## src/rtl/rc4_keystream_xor.sv

```systemverilog
// Fetches RC4 keystream nibbles from the datapath output buffer, queues them and XORs them with plaintext.
// Optional macro RC4_XOR_COUNT_EN adds a 16-bit ciphertext handshake counter on port ct_count.
module rc4_keystream_xor #(
  parameter int W          = 4,
  parameter int BLOCK_LEN  = 16,
  parameter int FIFO_DEPTH = 4
) (
  input  logic         clk,
  input  logic         reset,
  input  logic         flush,
  input  logic         ks_ready,
  output logic         ks_rd,
  output logic [3:0]   ks_addr,
  input  logic [W-1:0] ks_data,
  output logic         ks_block_done,
  input  logic         pt_valid,
  output logic         pt_ready,
  input  logic [W-1:0] pt_data,
  output logic         ct_valid,
  input  logic         ct_ready,
  output logic [W-1:0] ct_data,
  output logic [3:0]   ks_level
`ifdef RC4_XOR_COUNT_EN
  ,
  output logic [15:0]  ct_count
`endif
);

  localparam int         PW          = (FIFO_DEPTH > 1) ? $clog2(FIFO_DEPTH) : 1;
  localparam logic [3:0] DEPTH_C     = 4'(FIFO_DEPTH);
  localparam logic [3:0] LAST_ADDR_C = 4'(BLOCK_LEN - 1);

  typedef enum logic [1:0] {
    ST_IDLE     = 2'd0,
    ST_FETCH    = 2'd1,
    ST_DRAIN    = 2'd2,
    ST_WAIT_LOW = 2'd3
  } state_t;

  state_t         state_r, state_s;
  logic [3:0]     addr_r, addr_s;
  logic           ks_rd_r, ks_rd_s;
  logic [3:0]     ks_addr_r, ks_addr_s;
  logic           done_r, done_s;
  logic           cap_r;
  logic [W-1:0]   fifo_mem_r [FIFO_DEPTH];
  logic [PW-1:0]  wr_ptr_r, rd_ptr_r;
  logic [3:0]     level_r;
  logic           ct_valid_r;
  logic [W-1:0]   ct_data_r;
  logic           credit_s, push_s, pop_s, pt_ready_s;

  // The pending capture counts against the credit so the FIFO can never overflow.
  assign credit_s   = (level_r + {3'b000, cap_r}) < DEPTH_C;
  assign push_s     = cap_r;
  assign pt_ready_s = (level_r != 4'd0) && (!ct_valid_r || ct_ready);
  assign pop_s      = pt_valid && pt_ready_s;

  // Fetch FSM state register
  always_ff @(posedge clk or negedge reset) begin
    if (!reset) begin
      state_r <= ST_IDLE;
    end else if (flush) begin
      state_r <= ST_IDLE;
    end else begin
      state_r <= state_s;
    end
  end

  // Fetch FSM next-state and read-issue decode
  always_comb begin
    state_s   = state_r;
    addr_s    = addr_r;
    ks_rd_s   = 1'b0;
    ks_addr_s = ks_addr_r;
    done_s    = 1'b0;
    case (state_r)
      ST_IDLE: begin
        if (ks_ready) begin
          state_s = ST_FETCH;
          addr_s  = 4'd0;
        end else begin
          state_s = ST_IDLE;
        end
      end
      ST_FETCH: begin
        // Skipping the cycle after a read keeps at most one read in flight.
        if (!ks_rd_r && credit_s) begin
          ks_rd_s   = 1'b1;
          ks_addr_s = addr_r;
          addr_s    = addr_r + 4'd1;
          if (addr_r == LAST_ADDR_C) begin
            state_s = ST_DRAIN;
          end else begin
            state_s = ST_FETCH;
          end
        end else begin
          ks_rd_s = 1'b0;
        end
      end
      ST_DRAIN: begin
        if (!ks_rd_r && cap_r) begin
          done_s  = 1'b1;
          state_s = ST_WAIT_LOW;
        end else begin
          state_s = ST_DRAIN;
        end
      end
      ST_WAIT_LOW: begin
        if (!ks_ready) begin
          state_s = ST_IDLE;
        end else begin
          state_s = ST_WAIT_LOW;
        end
      end
      default: begin
        state_s = ST_IDLE;
      end
    endcase
  end

  // Fetch-side registered outputs, address counter and capture tracking
  always_ff @(posedge clk or negedge reset) begin
    if (!reset) begin
      addr_r    <= 4'd0;
      ks_rd_r   <= 1'b0;
      ks_addr_r <= 4'd0;
      done_r    <= 1'b0;
      cap_r     <= 1'b0;
    end else if (flush) begin
      addr_r    <= 4'd0;
      ks_rd_r   <= 1'b0;
      ks_addr_r <= 4'd0;
      done_r    <= 1'b0;
      cap_r     <= 1'b0;
    end else begin
      addr_r    <= addr_s;
      ks_rd_r   <= ks_rd_s;
      ks_addr_r <= ks_addr_s;
      done_r    <= done_s;
      cap_r     <= ks_rd_r;
    end
  end

  // Keystream FIFO storage
  always_ff @(posedge clk) begin
    if (push_s && !flush) begin
      fifo_mem_r[wr_ptr_r] <= ks_data;
    end
  end

  // Keystream FIFO pointers and occupancy
  always_ff @(posedge clk or negedge reset) begin
    if (!reset) begin
      wr_ptr_r <= '0;
      rd_ptr_r <= '0;
      level_r  <= 4'd0;
    end else if (flush) begin
      wr_ptr_r <= '0;
      rd_ptr_r <= '0;
      level_r  <= 4'd0;
    end else begin
      if (push_s) begin
        wr_ptr_r <= wr_ptr_r + PW'(1);
      end
      if (pop_s) begin
        rd_ptr_r <= rd_ptr_r + PW'(1);
      end
      case ({push_s, pop_s})
        2'b10:   level_r <= level_r + 4'd1;
        2'b01:   level_r <= level_r - 4'd1;
        default: level_r <= level_r;
      endcase
    end
  end

  // Ciphertext output register
  always_ff @(posedge clk or negedge reset) begin
    if (!reset) begin
      ct_valid_r <= 1'b0;
      ct_data_r  <= '0;
    end else if (flush) begin
      ct_valid_r <= 1'b0;
      ct_data_r  <= '0;
    end else if (pop_s) begin
      ct_valid_r <= 1'b1;
      ct_data_r  <= pt_data ^ fifo_mem_r[rd_ptr_r];
    end else if (ct_valid_r && ct_ready) begin
      ct_valid_r <= 1'b0;
    end
  end

`ifdef RC4_XOR_COUNT_EN
  logic [15:0] ct_count_r;

  // Ciphertext handshake counter, wraps naturally at 16 bits
  always_ff @(posedge clk or negedge reset) begin
    if (!reset) begin
      ct_count_r <= 16'd0;
    end else if (flush) begin
      ct_count_r <= 16'd0;
    end else if (ct_valid_r && ct_ready) begin
      ct_count_r <= ct_count_r + 16'd1;
    end
  end

  assign ct_count = ct_count_r;
`endif

  assign ks_rd         = ks_rd_r;
  assign ks_addr       = ks_addr_r;
  assign ks_block_done = done_r;
  assign pt_ready      = pt_ready_s;
  assign ct_valid      = ct_valid_r;
  assign ct_data       = ct_data_r;
  assign ks_level      = level_r;

endmodule
```

## config.mk

```make
export PLATFORM = sky130hd
export DESIGN_NAME = rc4_keystream_xor
export DESIGN_NICKNAME = d
export VERILOG_FILES = /design/src/rtl/rc4_keystream_xor.sv
export SDC_FILE = /design/constraint.sdc
export NUM_CORES = 1
export LEC_CHECK = 0
export BUFFER_PORTS_ARGS = -buffer_cell sky130_fd_sc_hd__buf_2
export CAP_MARGIN = 0
export CORE_MARGIN = 1.5
export CORE_UTILIZATION = 54
export DETAILED_ROUTE_END_ITERATION = 8
export GPL_ROUTABILITY_DRIVEN = 0
export PLACE_DENSITY = 0.77
export SKIP_CTS_REPAIR_TIMING = 1
export SLEW_MARGIN = 20
export SYNTH_ARGS = -nofsm -noshare
export SYNTH_HDL_FRONTEND = slang
export SYNTH_SLANG_ARGS = --single-unit
```

## constraint.sdc

```tcl
create_clock -name clk -period 4.63 [get_ports clk]
set_input_delay 0.6945 -clock clk [delete_from_list [all_inputs] [get_ports clk]]
set_output_delay 0.6945 -clock clk [all_outputs]
set_load 0.01 [all_outputs]
```

* Yosys cells after proc, flatten, opt, wreduce, memory -nomap -nowiden
Memory sizes are Yosys's and may differ from the RTL's. Cells that the tools add are included.
Cells by class: order comparisons 1, $add $sub $neg 6, equality and inequality tests 8, reduce and logical (&&, ||, !) cells 21, multiplexer cells 34, bitwise operators 1
Operators with widths (count):
- $mux 4 | 9
- $mux 2 | 8
- $pmux 4 s2 | 2
- $mux 1 | 14
- $reduce_bool 3->1 | 3
- $add 4x1->4 const B | 2
- $pmux 2 s4 | 1
- $reduce_bool 2->1 | 4
- $eq 2x2->1 const B | 3
- $logic_and 1x1->1 | 6
- $ne 3x3->1 const B | 2
- $add 2x1->2 const B | 2
- $add 4x1->4 | 1
- $eq 2x1->1 const B | 2
- $eq 4x4->1 const B | 1
- $lt 4x3->1 const B | 1
- $reduce_bool 4->1 | 1
- $sub 4x1->4 const B | 1
- $xor 4x4->4 | 1
- $logic_not 1->1 | 3
- $reduce_and 3->1 | 1
- $logic_not 2->1 | 1
- $reduce_and 2->1 | 1
- $logic_or 1x1->1 | 1
Word-level totals: output and inout port bits 16, flip-flop bits (word level) 26, input bits 14, memories kept 1, logic and storage cells 83, RAM bits 16
Memories:
- fifo_mem_r | depth 4, width 4, rd ports 1, clocked after memory_dff 0, wr ports 1, line 46 | logic [W-1:0] fifo_mem_r [FIFO_DEPTH];

* Logic depth before layout (Yosys ltp)
depth after elaboration 7, gate-level depth with buffers 9, gate-level depth less buffers 8

* Worst setup path after synthesis
Ideal clock, no wire load.
kind flip-flop to flip-flop, from register level_r[1] (netlist: ks_level[1]), to register level_r[3] (netlist: ks_level[3]), cell stages (with the launch flop) 10, setup slack 2.121 ns, data arrival time 2.385 ns, data required time 4.505 ns, clock period less this slack 2.509 ns, library setup time 0.125 ns, cell sequence dfrtp_1 > buf_4 > or4_4 > nand4_2 > inv_1 > ha_1 > and3_2 > o21ai_0 > o32ai_1 > mux2_2
Between the ends: word-level cells in the longest chain between the ends 6
RTL lines:
- start: declaration | line 48 | logic [3:0] level_r;
- start signal: assignment | line 170 | 2'b10: level_r <= level_r + 4'd1;
- start signal: assignment | line 171 | 2'b01: level_r <= level_r - 4'd1;
- start signal: assignment | line 172 | default: level_r <= level_r;
- $reduce_bool 4->1 | line 56 | assign pt_ready_s = (level_r != 4'd0) && (!ct_valid_r || ct_ready);
- $logic_and 1x1->1 | line 56
- $logic_and 1x1->1 | line 57 | assign pop_s = pt_valid && pt_ready_s;
- $eq 2x1->1 / $eq 2x2->1 (equally long branches) | line 169 | case ({push_s, pop_s})
- $pmux 4 s2 | line 169
- $mux 4 | line 158 | end else if (flush) begin
Parallel ways exist; a longest one is shown, timed or not. A chain may end at the register's enable or synchronous reset.

* Worst setup path after layout
Ends and elaborated chain as after synthesis.

==> results_dict.tcl <==
set metrics [dict create \
    antenna_found_initial 0 \
    worstMarginPinSlew_ns 0.763 \
    row_count 22 \
    fin_crit_ns 2.67 \
    dieArea_um2 4330 \
    wl_per_cell_um 16.4 \
    critPathTopFamily "simple AND/OR/NAND/NOR gates" \
    synth_cell_types 47 \
    synth_top_cell_by_area "dfrtp_1" \
    synth_flop_cell "dfrtp_1" \
    grt_overflow 0 \
    critPathBufInv 1 \
    worstSetupStartpointType "flip-flop" \
    end_kind "flip-flop" \
    wl_met1_um 1960 \
    yosys-top-cells-count "dfrtp_1, nor2_1, edfxtp_1, a21oi_1, inv_1" \
    async_flop_share 0.619 \
    crit_cells 8 \
    crit_start "ks_level[1]" \
    syn_area_um2 2130 \
    area_growth_syn_to_layout_pct 11.0 \
    p_sw_w 0.000392 \
    maxSlewViolCount 0 \
    synth_warnings 0 \
    p_leak_nw 1.01 \
    finalSetupViolCount 0 \
    portBuffers 29 \
    p_per_area_nw_per_um2 459 \
    place_hpwl_um 3100 \
    p_sw_frac 0.361 \
    synth.yosys.seq_area_share 0.531 \
    first_iter_violations 152 \
    status "finished clean" \
    drc 0 \
    p_comb_frac 0.349 \
    post-place-ws_ns 2.00 \
    p_clk_frac 0.204 \
    syn_avg_cell_area_um2 11.4 \
    path_class "reg2reg" \
    post-route-period-util 0.577 \
    boundaryPins 30 \
    yosysMostFrequentCell "dfrtp_1" \
    clkTransAtPathRegs_ns 0.07 \
    final_nets 233 \
    finalHoldViolCount 0 \
    finalClockSkew_ns 0.00232 \
    placed_area_um2 2280 \
    dr.max_layer_used "met4" \
    intPower_w 0.000694 \
    drv_cap 0 \
    routed_wl_um 4280 \
    vdd_drop_max_v 0.000360 \
    core_um2 3720 \
    slew_headroom 0.489 \
    cts_buffers 5 \
    synth.top_cell.area_share 0.305 \
    finalPower_w 0.00109 \
    reg2regPathDepth 8 \
    drive_gt1_frac 0.216 \
    syn-num-nets 208 \
    grt_pass1_vias 1601 \
    r2r_setup_slack_ns 1.96 \
    grt_use_total 0.227 \
    die_y_um 65.8 \
    cpPeakStageDelay_ns 0.60 \
    diodes 0 \
    clock_latency_ns 0.29 \
    synthCells 187 \
    crit_arrival_ns 2.85 \
    r2r_start "ks_level[1]" \
    start_util 0.573 \
    die_w_um 65.8 \
    cts_buffer_depth 2 \
    vias 1578 \
    grt_pass1_wl_um 7380 \
    postLayoutCellArea_um2 2370 \
    cts_root_buffer "clkbuf_8" \
    grt_max_degree 29 \
    ant_nets 0 \
    viasPerCell 6.05 \
    wl_met3_um 209 \
    hp-class "in2async" \
    synth.area.top_cells "dfrtp_1, edfxtp_1, mux4_2" \
    r2r_end "ks_level[3]" \
    path_cells "or4_4, nand4_2, inv_1, ha_1, and3_2, o21ai_0, o32ai_1, mux2_2" \
    fmax_mhz 374 \
    nFillCells 293 \
    synth_edf_count 16 \
    htreeDepth 2 \
    required_ns 4.81 \
    wl_met2_um 2050 \
    cts_tree "done" \
    dr.pass1.iters 4 \
    crit_fanout 9 \
    power_frac_seq 0.447 \
    crit_slowest_cell "or4_4" \
    cts_sinks 42 \
    crit_end "ks_level[3]" \
    ys_seq_elements 42 \
    setup-tns-final_ns 0 \
    rsz0062_at_grt "false" \
    timing.final.ws_setup_ns 1.96 \
]
## logic make-up (layout without fill, tap and decap cells)
group / count (synthesis) / in the layout / share of synthesized area
AOI/OAI and AO/OA: 37 / 37 / 0.117
buffers and inverters: 19 / 45 / 0.0405
and+or+nand+nor: 66 / 66 / 0.173
xor gates and xnor gates: 8 / 8 / 0.0329
muxes: 8 / 8 / 0.0640
adders and majority gates: 7 / 7 / 0.0411
DFF: 42 / 42 / 0.531
## worst min path at each step
| stage | start | slack [ns] | depth (start not counted) | end |
|---|---|---|---|---|
| floorplan | reset | 0.40 | 0 | addr_r[0] |
| global placement | ks_addr[0] | 0.53 | 2 | ks_addr[0] |
| detailed placement | ks_addr[2] | 0.54 | 2 | ks_addr[2] |
| CTS | reset | 0.42 | 1 | rd_ptr_r[0] |
| global route | reset | 0.45 | 1 | rd_ptr_r[0] |
| finish | reset | 0.40 | 1 | ct_data[3] |
## power by group through the flow
stage | clock, W | sequential [W] | combinational (W)
2_1_floorplan | 0 | 0.000485 | 0.000279
3_3_place_gp | 0 | 0.000485 | 0.000355
3_5_place_dp | 0 | 0.000492 | 0.000380
4_1_cts | 0.000227 | 0.000485 | 0.000380
5_1_grt | 0.000241 | 0.000494 | 0.000424
6_report | 0.000221 | 0.000486 | 0.000379
## area by class of cell
class,count,area (um2),area share
Clock buffer,6,72.6,0.0307
Clock inverter,2,8.76,0.00370
Sequential cell,42,1130,0.478
Multi-Input combinational cell,126,918,0.388
Inverter,8,30.0,0.0127
Timing Repair Buffer,29,145,0.0613
Tap cell,48,60.1,0.0254
## worst reg2reg max path: cells and delay by family, from the launching register on
kind                       cells  cell delay, ns
muxes                          1            0.36
AOI/OAI and AO/OA              2            0.23
buffers and inverters          1            0.12
DFF                            1            0.49
and+or+nand+nor                3            0.98
adders and majority gates      1            0.38
## registers in the layout (all words and copies together) (netlist names)
register,cells
addr_r,4
wr_ptr_r,2
ks_rd,1
rd_ptr_r,2
ks_addr,4
ks_block_done,1
state_r,2
cap_r,1
ct_data,4
ks_level,4
fifo_mem_r,16
ct_valid,1
## layout by cell type (no fill, tap or decap), types with 6 or more instances in the layout
cell type  netlist  layout
a21oi_1         10      10
buf_2            0      29
dfrtp_1         26      26
edfxtp_1        16      16
ha_1             7       7
inv_1            8       8
nand2_1          7       7
nand4_1          6       6
nor2_1          18      18
o31ai_1          6       6
xnor2_1          7       7
## metal layers
layer | up-vias | track usage
met5 | - | 0
met4 | 0 | 0.0859
met1 | 780 | 0.296
met2 | 48 | 0.375
met3 | 7 | 0.0443
li1 | 743 | -
## per-stage QoR
stage | hold slack, ns | util | instances
after CTS | 0.421 | 0.637 | 261
final | 0.402 | 0.637 | 261
after global placement | 0.528 | 0.613 | 253
after detailed placement | 0.536 | 0.615 | 253
after floorplan | 0.399 | - | 187
after global routing | 0.450 | 0.637 | 261
(Power assumes the default switching activity.)
